==> src/rtl/dmem_access_ctrl_if.sv <==
// Memory-side request/acknowledge bus of the data-memory access controller.
// The controller drives the request half; the memory returns a one-cycle ack with read data.
interface dmem_access_ctrl_if;
    logic        mem_req;
    logic        mem_we;
    logic [31:0] mem_addr;
    logic [31:0] mem_wdata;
    logic        mem_ack;
    logic [31:0] mem_rdata;

    modport master (
        output mem_req, mem_we, mem_addr, mem_wdata,
        input  mem_ack, mem_rdata
    );

    modport slave (
        input  mem_req, mem_we, mem_addr, mem_wdata,
        output mem_ack, mem_rdata
    );
endinterface

==> src/rtl/dmem_access_ctrl.sv <==
// MEM-stage controller: one request per load/store, pipeline freeze until ack or timeout,
// then a single DONE cycle that presents load data / status while the pipeline advances.
module dmem_access_ctrl #(
    parameter int unsigned TIMEOUT = 15
) (
    input  logic                       clk_i,
    input  logic                       rst_n_i,
    input  logic                       MemRead_i,
    input  logic                       MemWrite_i,
    input  logic [31:0]                Addr_i,
    input  logic [31:0]                WData_i,
    dmem_access_ctrl_if.master         mem,
    output logic                       stall_o,
    output logic [31:0]                RData_o,
    output logic                       RData_valid_o,
    output logic                       misalign_o,
    output logic                       timeout_o
);

    typedef enum logic [1:0] {IDLE, BUSY, DONE} state_t;

    localparam logic [7:0] LastCount = 8'(TIMEOUT - 1);

    state_t      state, stateNext;
    logic        access, aligned;
    logic        startAccess, ackTaken, timeoutHit;
    logic [7:0]  waitCnt;
    logic        reqQ, weQ, readQ, timedOutQ;
    logic [31:0] addrQ, wdataQ, rdataQ;

    assign access  = MemRead_i | MemWrite_i;
    assign aligned = (Addr_i[1:0] == 2'b00);

    always_ff @(posedge clk_i or negedge rst_n_i) begin
        if (!rst_n_i) state <= IDLE;
        else          state <= stateNext;
    end

    always_comb begin
        // NOTE: every output of this block gets a default first so no path can infer a latch.
        stateNext     = state;
        startAccess   = 1'b0;
        ackTaken      = 1'b0;
        timeoutHit    = 1'b0;
        stall_o       = 1'b0;
        misalign_o    = 1'b0;
        RData_valid_o = 1'b0;
        timeout_o     = 1'b0;
        case (state)
            IDLE: begin
                if (access && aligned) begin
                    stall_o     = 1'b1;
                    startAccess = 1'b1;
                    stateNext   = BUSY;
                end else if (access) begin
                    misalign_o = 1'b1;
                end
            end
            BUSY: begin
                stall_o = 1'b1;
                if (mem.mem_ack) begin
                    ackTaken  = 1'b1;
                    stateNext = DONE;
                end else if (waitCnt == LastCount) begin
                    timeoutHit = 1'b1;
                    stateNext  = DONE;
                end
            end
            // DONE never looks at access: EX/MEM still holds the finished instruction.
            DONE: begin
                RData_valid_o = readQ & ~timedOutQ;
                timeout_o     = timedOutQ;
                stateNext     = IDLE;
            end
            default: stateNext = IDLE;
        endcase
        // Combinational flags must read zero while reset is held, even with an access presented.
        if (!rst_n_i) begin
            stall_o    = 1'b0;
            misalign_o = 1'b0;
        end
    end

    // NOTE: sequential state uses non-blocking assignments; every register, including the
    // data buses, is cleared by the asynchronous reset so outputs are defined immediately.
    always_ff @(posedge clk_i or negedge rst_n_i) begin
        if (!rst_n_i) begin
            waitCnt   <= 8'd0;
            reqQ      <= 1'b0;
            weQ       <= 1'b0;
            readQ     <= 1'b0;
            timedOutQ <= 1'b0;
            addrQ     <= 32'd0;
            wdataQ    <= 32'd0;
            rdataQ    <= 32'd0;
        end else begin
            if (startAccess) begin
                waitCnt   <= 8'd0;
                reqQ      <= 1'b1;
                weQ       <= MemWrite_i;
                readQ     <= ~MemWrite_i;
                timedOutQ <= 1'b0;
                addrQ     <= {Addr_i[31:2], 2'b00};
                wdataQ    <= WData_i;
            end
            if (state == BUSY) waitCnt <= waitCnt + 8'd1;
            if (ackTaken) begin
                reqQ <= 1'b0;
                if (!weQ) rdataQ <= mem.mem_rdata;
            end
            if (timeoutHit) begin
                reqQ      <= 1'b0;
                rdataQ    <= 32'd0;
                timedOutQ <= 1'b1;
            end
        end
    end

    assign mem.mem_req   = reqQ;
    assign mem.mem_we    = weQ;
    assign mem.mem_addr  = addrQ;
    assign mem.mem_wdata = wdataQ;
    assign RData_o       = misalign_o ? 32'd0 : rdataQ;

endmodule
==> src/flat_wrapper.sv <==
// flat-port wrapper written by rule: the top's interface ports become plain ports
module dmem_access_ctrl_flat 
#(
    parameter int unsigned TIMEOUT = 15
)
  (clk_i, rst_n_i, MemRead_i, MemWrite_i, Addr_i, WData_i, stall_o, RData_o, RData_valid_o, misalign_o, timeout_o, mem_mem_req, mem_mem_we, mem_mem_addr, mem_mem_wdata, mem_mem_ack, mem_mem_rdata);
  dmem_access_ctrl_if mem_i ();
  input  logic clk_i;
  input  logic rst_n_i;
  input  logic MemRead_i;
  input  logic MemWrite_i;
  input  logic [31:0] Addr_i;
  input  logic [31:0] WData_i;
  output logic stall_o;
  output logic [31:0] RData_o;
  output logic RData_valid_o;
  output logic misalign_o;
  output logic timeout_o;
  output wire logic [$bits(mem_i.mem_req)-1:0] mem_mem_req;
  output wire logic [$bits(mem_i.mem_we)-1:0] mem_mem_we;
  output wire logic [$bits(mem_i.mem_addr)-1:0] mem_mem_addr;
  output wire logic [$bits(mem_i.mem_wdata)-1:0] mem_mem_wdata;
  input wire logic [$bits(mem_i.mem_ack)-1:0] mem_mem_ack;
  input wire logic [$bits(mem_i.mem_rdata)-1:0] mem_mem_rdata;
  assign mem_mem_req = mem_i.mem_req;
  assign mem_mem_we = mem_i.mem_we;
  assign mem_mem_addr = mem_i.mem_addr;
  assign mem_mem_wdata = mem_i.mem_wdata;
  assign mem_i.mem_ack = mem_mem_ack;
  assign mem_i.mem_rdata = mem_mem_rdata;
  dmem_access_ctrl #(.TIMEOUT(TIMEOUT)) u_core (.clk_i(clk_i), .rst_n_i(rst_n_i), .MemRead_i(MemRead_i), .MemWrite_i(MemWrite_i), .Addr_i(Addr_i), .WData_i(WData_i), .mem(mem_i), .stall_o(stall_o), .RData_o(RData_o), .RData_valid_o(RData_valid_o), .misalign_o(misalign_o), .timeout_o(timeout_o));
endmodule
==> config.mk <==
export PLATFORM = sky130hd
export DESIGN_NAME = dmem_access_ctrl_flat
export DESIGN_NICKNAME = d
export VERILOG_FILES = /design/src/rtl/dmem_access_ctrl_if.sv /design/src/rtl/dmem_access_ctrl.sv /design/src/flat_wrapper.sv
export SDC_FILE = /design/constraint.sdc
export NUM_CORES = 1
export LEC_CHECK = 0
export CORE_ASPECT_RATIO = 1.25
export CORE_MARGIN = 2
export CORE_UTILIZATION = 45
export DETAILED_ROUTE_END_ITERATION = 16
export GPL_TIMING_DRIVEN = 0
export HOLD_SLACK_MARGIN = 0.12
export PLACE_DENSITY = 0.85
export SKIP_LAST_GASP = 1
export SYNTH_ARGS = -nofsm -noshare
export SYNTH_HDL_FRONTEND = slang
export SYNTH_SLANG_ARGS = --single-unit
==> constraint.sdc <==
create_clock -name clk_i -period 3.8 [get_ports clk_i]
set_clock_uncertainty 0.2 [all_clocks]
set_input_delay 0.38 -clock clk_i [delete_from_list [all_inputs] [get_ports clk_i]]
set_output_delay 0.38 -clock clk_i [all_outputs]
set_load 0.03 [all_outputs]
==> results.ini <==
[power_and_ir_drop]
power_switching_w = 0.00178
intPower_w = 0.00293
vdd_drop_max_uv = 310
power_frac_comb_pct = 44.5
p_clk_share_pct = 18.5
total_power_w = 0.00471
seq_power_share_pct = 37.0
cellPowerDensity_mw_per_mm2 = 668
switching_share_pct = 37.8
p_leak_nw = 3.32

[sta]
slew_viol_final = 0
worst_slew_pin_slew_ps = 542
relSlewSlack_pct = 63.9
fin_crit_ps = 3480
setup_ws_ps = 320
fmax_mhz = 287
finalSetupViolCount = 0
rsz0062_at_grt = false
fin_crit_sh_pct = 91.6
hold_violations = 0

[layout]
layout_commonest_cell = nand2_1
fin_nets = 828
postLayoutCoreUtil_pct = 70.8
area_growth_pct = 55.2
drive_gt1_share_pct = 6.04
layout_common_cells = 259 x nand2_1, 199 x clkdlybuf4s50_1, 108 x dfrtp_1
n_antenna_cell = 0

[yosys]
ys_async_sr_fraction_pct = 100
ys_seq_area_share_pct = 59.5
synth_top_area_cell = dfrtp_1
synth-edff-count = 0
yosys_warnings = 0
synth-main-ff-cell = dfrtp_1
synth.ff_latch_count = 108
yosys.area.top_type_share_pct = 59.5
synth.distinct_cells = 34
avgSynthCellArea_um2 = 8.90
synthCells = 510
netlist_area_mm2 = 0.00454
yosys-top-cells-area = dfrtp_1 60%, nand2_1 21%, nor2b_1 4.5%

[routing]
routed_wl_mm = 12.5
drc = 0
drt_iter0_drc = 199
vias_per_cell = 4.87
detail_route.first_pass.iterations = 4
vias = 4174
antenna_left = 0
routedWlPerCell_um = 14.6

[placed_design]
pre_cts_slack_ps = 318
gp_congestion = 0.745
portBuffers = 200
post-dp-hpwl_mm = 9.53

[grt]
grt-ovfl-total = 0
first_global_vias = 4211
busiest_layer = met2
grt_usage_pct = 23.3
grt_start_max_net_pins = 59
grt_use_met1_pct = 27.7
grtUsageMet2_pct = 40.7
use_met3_pct = 5.55
grt_pass1_wl_mm = 20.1
antenna_found_initial = 0

[critical_path]
crit_family = buffers and inverters
worst-endpoint-required_ps = 3220
path_buf_inv = 5
critPathMaxStageDelay_ps = 750
arrival_ps = 2900
path_class = input port to output pin
critPathLaunchType = input port
cp_cell_sequence = dlygate4sd3_1 > buf_4 > buf_16 > nor4b_4 > clkbuf_1 > clkdlybuf4s50_1
rrSetupSlack_ps = 1650
slowest_stage = clkdlybuf4s50_1
endpoint_kind = output pin
crit_fanout = 58

[clocking]
cts_made_buffers = 9
htreeDepth = 3
cts_tree = built
clk_latency_ps = 330
clock_sinks = 108
root_buffer = clkbuf_16
cts_buffer_depth = 2
post_cts_buffers = 0
clk_pin_slew_ps = 70

[worst_hold_path]
hp-class = register to register

[floorplanning]
die-area_mm2 = 0.0109
start_util_pct = 45.6
num_rows = 41
dieWidth_um = 93.8
core_area_mm2 = 0.00995
pin_count = 203
die_y_um = 116

[run]
maxCapViolations = 0

[status]
outcome = completed

## stage by stage
step	instance area (um2)	hold WS, ps	std cells	TNS, ps
after floorplan	4540	-116	511	0
after global placement	6710	259	840	-293050
after detailed placement	6730	261	841	0
after CTS	7050	277	857	0
after global routing	7050	286	857	0
final	7050	274	857	0
## routing by layer
metal / vias up / routed length, um
li1: 2029 / -
met1: 1945 / 4790
met2: 176 / 6460
met3: 24 / 976
met4: 0 / 316
met5: - / 0
## Yosys cell counts (2+ instances only)
cell type and count:
dfrtp_1 108, clkbuf_1 9, nand3_1 5, buf_2 18, ha_1 2, o31ai_1 2
nor2_1 6, nor3b_2 2, buf_4 3, nand2_1 259, a21oi_1 36, nor2b_1 33
o21ai_1 4, o21a_1 3
## power by group through the flow
stage	registers (W)	logic [W]	clock network, W
CTS	0.00173	0.00211	0.000891
detailed placement	0.00175	0.00210	0
floorplan	0.00207	0.000831	0
global route	0.00179	0.00224	0.000935
global placement	0.00173	0.00205	0
finish	0.00174	0.00210	0.000872
## sequential cells by signal, indices dropped and copies added (netlist names)
name and count:
u_core.state 2, u_core.mem.mem_wdata 32, u_core.rdataQ 32, u_core.waitCnt 8
u_core.timedOutQ 1, u_core.mem.mem_we 1, u_core.mem.mem_req 1, u_core.mem.mem_addr 30
u_core.readQ 1
## layout make-up
class / count / area, um2
tap: 129 / 161
clock inverter: 2 / 10.0
sequential: 108 / 2700
inverter: 1 / 3.75
multi-input combinational: 372 / 1690
buffer: 30 / 146
timing repair buffer: 203 / 2060
fill: 751 / 2910
clock buffer: 12 / 267
## tightest hold or removal path, stage by stage (launching register included)
cell and delay [ps]:
dfrtp_1 340, nand2_1 50, nand2_1 50
## cell families (layout without fill, tap and decap cells)
group / count (synthesis) / in the layout / synth area share (%)
and+or+nand+nor: 317 / 317 / 30.0
DFF: 108 / 108 / 59.5
AOI/OAI and AO/OA: 50 / 50 / 6.34
buffers and inverters: 31 / 248 / 3.31
adders and majority gates: 2 / 2 / 0.551
other: 1 / 2 / 0.0826
xor gates and xnor gates: 1 / 1 / 0.193
## path summary, 6_finish.rpt
kind	to	cells after the start	from
worst max-delay path	misalign_o	6	rst_n_i
worst min-delay path	u_core.mem.mem_wdata[1]	2	u_core.mem.mem_wdata[1]
worst max register to register	u_core.rdataQ[1]	7	u_core.waitCnt[0]
worst min register to register	u_core.mem.mem_wdata[1]	2	u_core.mem.mem_wdata[1]
max in group asynchronous	u_core.waitCnt[4]	3	rst_n_i
min in group asynchronous	u_core.rdataQ[5]	3	rst_n_i
## timing repair
item                      4_1_cts  5_1_grt
resized for setup               0        0
hold endpoints to repair       52        0
hold buffers                    2        0
Note: power is estimated with default switching activity, not from simulation.
